==> config.mk <==
export PLATFORM = sky130hd
export DESIGN_NAME = ifu_fetch
export DESIGN_NICKNAME = d
export VERILOG_FILES = /design/src/rtl/ifu_fetch_pkg.sv /design/src/rtl/ifu_fetch_perf_cnt.sv /design/src/rtl/ifu_fetch.sv
export SDC_FILE = /design/constraint.sdc
export NUM_CORES = 1
export LEC_CHECK = 0
export BUFFER_PORTS_ARGS = -buffer_cell sky130_fd_sc_hd__buf_2
export CELL_PAD_IN_SITES_DETAIL_PLACEMENT = 1
export CELL_PAD_IN_SITES_GLOBAL_PLACEMENT = 2
export CORE_ASPECT_RATIO = 0.6
export CORE_MARGIN = 3
export CORE_UTILIZATION = 25
export DETAILED_ROUTE_END_ITERATION = 6
export PLACE_DENSITY_LB_ADDON = 0.1
export SYNTH_ARGS = -nofsm -noshare
export SYNTH_HDL_FRONTEND = slang
export SYNTH_SLANG_ARGS = --single-unit
==> constraint.sdc <==
create_clock -name clk -period 2.95 [get_ports clk]
set_clock_uncertainty 0.15 [all_clocks]
set_input_delay 0.4425 -clock clk [delete_from_list [all_inputs] [get_ports clk]]
set_output_delay 0.4425 -clock clk [all_outputs]
set_load 0.1 [all_outputs]
==> src/rtl/ifu_fetch_pkg.sv <==
// Shared definitions for the instruction fetch unit: FSM encodings,
// the reset PC and the instruction word presented for faulted fetches.
package ifu_fetch_pkg;

   typedef enum logic [1:0] {
      IFU_REQ      = 2'd0,
      IFU_RESP     = 2'd1,
      IFU_HOLD     = 2'd2,
      IFU_WAIT_NPC = 2'd3
   } ifu_state_e;

   localparam logic [31:0] IFU_RESET_PC   = 32'h8000_0000;
   localparam logic [31:0] IFU_FAULT_INST = 32'h0000_0000;

   function automatic logic pc_misaligned(input logic [31:0] pc);
      return pc[1:0] != 2'b00;
   endfunction

endpackage

==> src/rtl/ifu_fetch_perf_cnt.sv <==
// Wrapping count of instructions accepted by decode.
module ifu_fetch_perf_cnt #(
   parameter int CNT_W = 32
) (
   input  logic             clk,
   input  logic             rst,
   input  logic             inc,
   output logic [CNT_W-1:0] count
);

   always_ff @(posedge clk) begin
      if (rst) begin
         count <= '0;
      end else if (inc) begin
         count <= count + 1'b1;
      end
   end

endmodule

==> src/rtl/ifu_fetch.sv <==
// Single-outstanding instruction fetch stage: request one word, latch it,
// present {pc, inst} to decode, then wait for commit to supply the next PC.
module ifu_fetch
   import ifu_fetch_pkg::*;
#(
   parameter logic [31:0] RESET_PC = IFU_RESET_PC,
   parameter int          CNT_W    = 32
) (
   input  logic             clk,
   input  logic             rst,
   output logic             mem_req_valid,
   input  logic             mem_req_ready,
   output logic [31:0]      mem_req_addr,
   input  logic             mem_resp_valid,
   output logic             mem_resp_ready,
   input  logic [31:0]      mem_resp_data,
   input  logic             mem_resp_err,
   output logic             valid_out_idu,
   input  logic             ready_in_idu,
   output logic [31:0]      pc_out,
   output logic [31:0]      inst_out,
   output logic             fetch_fault,
   input  logic             npc_valid,
   input  logic [31:0]      npc,
   output logic [CNT_W-1:0] fetch_cnt
);

   // Handshake rule on every port: a transfer happens on a rising edge where
   // valid and ready are both high; valid never depends on ready, and all
   // outputs here come from registers only.
   ifu_state_e  state_q;
   ifu_state_e  state_d;
   logic [31:0] pc_r;
   logic        misaligned;
   logic        decode_accept;

   assign misaligned    = pc_misaligned(pc_r);
   assign decode_accept = (state_q == IFU_HOLD) && ready_in_idu;

   always_comb begin
      state_d = state_q;
      case (state_q)
         IFU_REQ: begin
            if (misaligned) begin
               state_d = IFU_HOLD;
            end else if (mem_req_ready) begin
               state_d = IFU_RESP;
            end
         end
         IFU_RESP: begin
            if (mem_resp_valid) begin
               state_d = IFU_HOLD;
            end
         end
         IFU_HOLD: begin
            if (ready_in_idu) begin
               state_d = IFU_WAIT_NPC;
            end
         end
         IFU_WAIT_NPC: begin
            if (npc_valid) begin
               state_d = IFU_REQ;
            end
         end
         default: state_d = IFU_REQ;
      endcase
   end

   always_ff @(posedge clk) begin
      if (rst) begin
         state_q <= IFU_REQ;
      end else begin
         state_q <= state_d;
      end
   end

   // npc is only consumed in WAIT_NPC; a misaligned value is taken as-is
   // and turned into a fault when REQ sees it.
   always_ff @(posedge clk) begin
      if (rst) begin
         pc_r <= RESET_PC;
      end else if ((state_q == IFU_WAIT_NPC) && npc_valid) begin
         pc_r <= npc;
      end
   end

   always_ff @(posedge clk) begin
      if (rst) begin
         inst_out    <= IFU_FAULT_INST;
         fetch_fault <= 1'b0;
      end else if ((state_q == IFU_REQ) && misaligned) begin
         inst_out    <= IFU_FAULT_INST;
         fetch_fault <= 1'b1;
      end else if ((state_q == IFU_RESP) && mem_resp_valid) begin
         inst_out    <= mem_resp_data;
         fetch_fault <= mem_resp_err;
      end
   end

   assign mem_req_valid  = (state_q == IFU_REQ) && !misaligned;
   assign mem_req_addr   = pc_r;
   assign mem_resp_ready = (state_q == IFU_RESP);
   assign valid_out_idu  = (state_q == IFU_HOLD);
   assign pc_out         = pc_r;

   ifu_fetch_perf_cnt #(
      .CNT_W (CNT_W)
   ) u_perf_cnt (
      .clk   (clk),
      .rst   (rst),
      .inc   (decode_accept),
      .count (fetch_cnt)
   );

endmodule

==> summary.txt, run 1 <==
final cell count without fillers: 915
met3 Usage GRT: 0.0690
initial antenna violation count: 2
Post-synth ARST share: 0
insertion delay to the later sink of the worst-skew pair: 350 ps
M2 GR Usage: 0.242
crit path DAT: 2750 ps
Hold Buf Count CTS: 0
predominant post-synthesis flop cell: dfxtp_1
share of post-route cells with drive strength above 1: 0.342
initial core utilization: 0.257
antenna-violating nets left: 0
commonest cells after routing, fill and taps aside: buf_2 (202), nand2_1 (142), dfxtp_1 (99)
FF/Latch Area: 0.00198 mm^2
worst-path fanout max: 18
MaxCap Viol Count: 0
VDD IR-drop max: 0.000321 V
Worst Tran Pin Value: 825 ps
H-tree levels: 3
Tmin final: 2660 ps
DRT iter0 DRCs: 114
Distinct cells, synth: 39
Nets: 759
largest net degree at the start of global routing: 33
Rows: 36
unrepaired setup endpoints after global routing: no
crit path capture type: flop
die area: 0.0185 mm^2
Avg WL per Cell: 15.5 um
M1 GR Usage: 0.187
WL final: 14,200 um
core area: 0.0164 mm^2
setup TNS: 0 ps
Seq/Total Area, Yosys: 0.470
global-route total usage across every layer: 0.152
most common cell after layout, fill and taps aside: buf_2
global-route wire length before repair: 22,700 um
final core utilization: 0.336
PostCTS Resize Cnt: 0
Placer Congestion: 0.740
Fin Hold WS: 173 ps
WHS Path Cells: 3
f_max: 376 MHz
critical path class: reg2reg
register clock-pin slew on the reported worst setup and hold paths: 70 ps
IO buf count: 202
DP Cell Count: 899
Longest Clk Path Bufs: 2
multi-input combinational cell area: 0.00185 mm^2
DR pass1 iterations: 4
vias per cell: 4.60
Syn Inst Count: 522
total CTS buffers: 9
die height: 107 um
final worst-path cycle share: 0.900
total number of vias: 4,205
post-synthesis instance area: 0.00422 mm^2
power per standard cell area: 764 mW/mm^2
fill count: 2,055
Slew Limit Fails: 0
number of remaining DRC errors: 0
Horiz. Die Dim: 174 um
Min-Delay Path Class: in2reg
Worst Reg-to-Reg Cells: 6
Synth Register Bits: 99
final setup fails: 0
outcome: completed
Final Hold Viols: 0
syn nets: 599
Post-CTS Setup Inserts: 0
most used routing layer: met2
hpwl dp: 10,600 um
clock sink total: 99
EDFF count, synth: 0
antenna cells: 0
Yosys warning count: 0
Slew HR: 0.449
Leak: 2.38 nW
CTS tree: done
CTS root buffer: clkbuf_16
total gr overflow: 0
vias in the first global route: 4,241
CP startpoint kind: flop
Synth-to-Final Area Change: 30.5%
mean area per synthesized cell: 8.08 um^2
Ports: 203
Data required, critical path: 3040 ps
## layer usage
| layer | routed length [um] | part of all wire |
|---|---|---|
| met5 | 21 | 0.0015 |
| met4 | 199 | 0.014 |
| met3 | 1280 | 0.090 |
| met2 | 6250 | 0.44 |
| met1 | 6430 | 0.45 |
## sequential cells by signal, summed over array words and instances (netlist names)
signal and cells:
fetch_fault 1, state_q 2, inst_out 32, mem_req_addr 32, u_perf_cnt.count 32
## layout make-up
cell class	instances	share of cell area
multi-input combinational	353	0.335
clock buffer	10	0.0434
clock inverter	6	0.00727
inverter	7	0.00477
sequential	99	0.360
tap	228	0.0518
timing repair buffer	212	0.197
## worst max-delay path, stage by stage, from the launching register on
cell and delay [ps]:
dfxtp_1 340, inv_1 120, ha_2 300, nand3_4 130
or4_1 770, nor4_1 380, mux2_2 360
## path summary, 6_finish.rpt
kind                              from                                 to  slack, ps
min reg2reg  inst_out[23]$_SDFFE_PP0P_          inst_out[23]$_SDFFE_PP0P_        300
max            state_q[0]$_SDFFE_PP0P_  u_perf_cnt.count[20]$_SDFFE_PP0P_        290
max reg2reg    state_q[0]$_SDFFE_PP0P_  u_perf_cnt.count[20]$_SDFFE_PP0P_        290
min                            npc[31]      mem_req_addr[31]$_SDFFE_PP1P_        170
## kinds of logic after synthesis
kind of cell	count (synthesis)	synth area share
XOR/XNOR	8	0.0166
flip-flops	99	0.470
adder cells (fa/ha/maj)	6	0.0178
AND/OR/NAND/NOR	223	0.249
multiplexers	3	0.00741
buffers and inverters	70	0.0931
AO/OA/AOI/OAI	113	0.146
## power by group
group          leakage [nW]  internal, mW  switching [mW]
registers             0.800          1.44          0.0620
clock network         0.139         0.596           0.539
logic                  1.44         0.275            1.30
## per-stage QoR
step,area [um^2],worst slack (ps),power (mW)
global placement,5230,353,3.09
finish,5510,294,4.20
CTS,5510,293,4.27
floorplan,4220,14.0,2.83
detailed placement,5230,302,3.12
global route,5510,75.6,4.43
## synth_stat cells, types with 2 or more instances
master | instances | area share
nand2_1 | 142 | 0.13
dfxtp_1 | 99 | 0.47
a21oi_1 | 86 | 0.10
buf_4 | 32 | 0.057
clkbuf_1 | 27 | 0.024
or4_1 | 18 | 0.032
nand4_1 | 14 | 0.021
o31ai_1 | 14 | 0.025
nor2_1 | 13 | 0.012
o21ai_0 | 8 | 0.0095
inv_1 | 7 | 0.0062
ha_1 | 6 | 0.018
nand3_1 | 6 | 0.0071
or3_1 | 6 | 0.0089
and4_1 | 5 | 0.010
xnor2_1 | 4 | 0.0083
xor2_1 | 4 | 0.0083
and2_1 | 3 | 0.0044
nor2b_1 | 3 | 0.0044
nor3_1 | 3 | 0.0036
buf_2 | 2 | 0.0024
mux2i_1 | 2 | 0.0047
nor4_1 | 2 | 0.0030
Power figures use the tool's default switching activity.
==> run 2: changes to the inputs <==
Settings changed: CORE_ASPECT_RATIO 0.6 to not set, CORE_UTILIZATION 25 to 27, CTS_CLUSTER_SIZE set to 25.
Clock period 2.95 ns to 3.2 ns, I/O delays scaled along.
==> run 2 against run 1 <==
Count of clock-buffer cells in the layout rose by 2. Register-to-register slack better by 150 ps. Critical endpoint unchanged. Sequential power fell by 8%. Largest power group unchanged. Global-route usage decreased by 0.34 points.
==> summary.txt, run 2 (synthesis gave the netlist of run 1 again) <==
Crit Reg-Reg Startpoint: state_q[0]$_SDFFE_PP0P_
die area: 0.0172 mm^2
initial antenna violation count: 0
Placer Congestion: 0.726
number of remaining DRC errors: 0
Synth-to-Final Area Change: 29.8%
Horiz. Die Dim: 131 um
initial core utilization: 0.277
CP max stage cell: or4_1
f_max: 362 MHz
VDD IR-drop max: 0.000294 V
worst-path fanout max: 18
global-route total usage across every layer: 0.149
Worst Reg-to-Reg Cells: 6
Slew Limit Fails: 0
PostCTS Resize Cnt: 0
Worst Tran Pin Value: 1010 ps
crit path capture type: flop
final worst-path cycle share: 0.863
IO buf count: 202
share of post-route cells with drive strength above 1: 0.335
Tmin final: 2760 ps
Min-Delay Path Class: in2reg
crit path DAT: 2850 ps
worst path cell trace: inv_1, ha_1, nand3_4, or4_1, nor4_1, mux2_2
final setup fails: 0
largest net degree at the start of global routing: 34
Hold Buf Count CTS: 0
global-route wire length before repair: 20,000 um
critical path's top delay family: simple AND/OR/NAND/NOR gates
Ports: 203
WHS Path Cells: 3
commonest cells after routing, fill and taps aside: buf_2 (202), nand2_1 (142), dfxtp_1 (99)
CP startpoint kind: flop
Slew HR: 0.309
CTS tree: done
die height: 131 um
DR pass1 iterations: 4
most common cell after layout, fill and taps aside: buf_2
crit path buf inv count: 1
Fin Hold WS: 215 ps
WHS Endpoint: mem_req_addr[31]$_SDFFE_PP1P_
Leak: 2.36 nW
Longest Clk Path Bufs: 2
total gr overflow: 0
Rows: 45
clock sink total: 99
total CTS buffers: 9
register clock-pin slew on the reported worst setup and hold paths: 70 ps
Nets: 756
CTS root buffer: clkbuf_16
vias per cell: 4.64
DRT iter0 DRCs: 113
MaxCap Viol Count: 0
critical path class: reg2reg
Data required, critical path: 3290 ps
antenna-violating nets left: 0
total number of vias: 4,153
setup TNS: 0 ps
Avg WL per Cell: 15.1 um
Post-CTS Setup Inserts: 0
unrepaired setup endpoints after global routing: no
worst reg-to-reg setup slack: 440 ps
H-tree levels: 3
power per standard cell area: 716 mW/mm^2
worst reg2reg endpoint: u_perf_cnt.count[20]$_SDFFE_PP0P_
Final Hold Viols: 0
CP peak stage delay: 770 ps
outcome: completed
hpwl dp: 9860 um
hold_sp: npc[31]
core area: 0.0153 mm^2
antenna cells: 0
insertion delay to the later sink of the worst-skew pair: 350 ps
WL final: 13,500 um
vias in the first global route: 3,902
## run 2: changes by cell type in the layout (fill, tap and decap cells not counted)
cell and change:
clkinv_2 -2, inv_6 -1, clkinv_4 -1, clkinvlp_4 +1
buf_4 -3, bufinv_16 +1, ha_1 +1, ha_2 -1
clkbuf_1 +2
## run 2: tightest hold or removal path, stage by stage
cell and delay, ps:
buf_2 80, nand2_1 40, nand3b_1 70
## run 2: power by group
group	total, mW	switching [mW]	internal, mW
Sequential	1.38	0.0564	1.32
Combinational	1.43	1.19	0.242
Clock	1.11	0.477	0.628
## run 2: per-stage QoR
stage | total power [mW] | area [um^2] | setup WS (ps) | std cells | utilization
final | 3.92 | 5480 | 439 | 895 | 0.359
after global routing | 4.12 | 5480 | 214 | 895 | 0.359
after CTS | 3.98 | 5480 | 427 | 895 | 0.359
after detailed placement | 2.86 | 5180 | 440 | 879 | 0.339
after global placement | 2.83 | 5180 | 528 | 879 | 0.339
after floorplan | 2.61 | 4220 | 142 | 522 | -
## run 2: worst max-delay path by stage
stage                                       start                                end  slack (ps)  cells after the start
after global routing      state_q[0]$_SDFFE_PP0P_  u_perf_cnt.count[20]$_SDFFE_PP0P_         210                      6
after CTS                 state_q[0]$_SDFFE_PP0P_  u_perf_cnt.count[20]$_SDFFE_PP0P_         430                      6
after floorplan           state_q[0]$_SDFFE_PP0P_  u_perf_cnt.count[20]$_SDFFE_PP0P_         140                      7
after global placement    state_q[0]$_SDFFE_PP0P_  u_perf_cnt.count[20]$_SDFFE_PP0P_         530                      6
final                     state_q[0]$_SDFFE_PP0P_  u_perf_cnt.count[20]$_SDFFE_PP0P_         440                      6
after detailed placement  state_q[0]$_SDFFE_PP0P_  u_perf_cnt.count[20]$_SDFFE_PP0P_         440                      6
## run 2: cell type report
| class | count | area [um^2] |
|---|---|---|
| clock buffer | 12 | 246 |
| clock inverter | 4 | 50.0 |
| fill | 1891 | 9780 |
| inverter | 7 | 26.3 |
| multi-input combinational | 353 | 1840 |
| sequential | 99 | 1980 |
| tap | 211 | 264 |
| timing repair buffer | 209 | 1060 |
## run 2: routing by layer
layer  global-route usage  part of all wire
met2                0.242              0.46
met5                    0                 0
met3               0.0370             0.070
met4               0.0581             0.017
met1                0.190              0.45
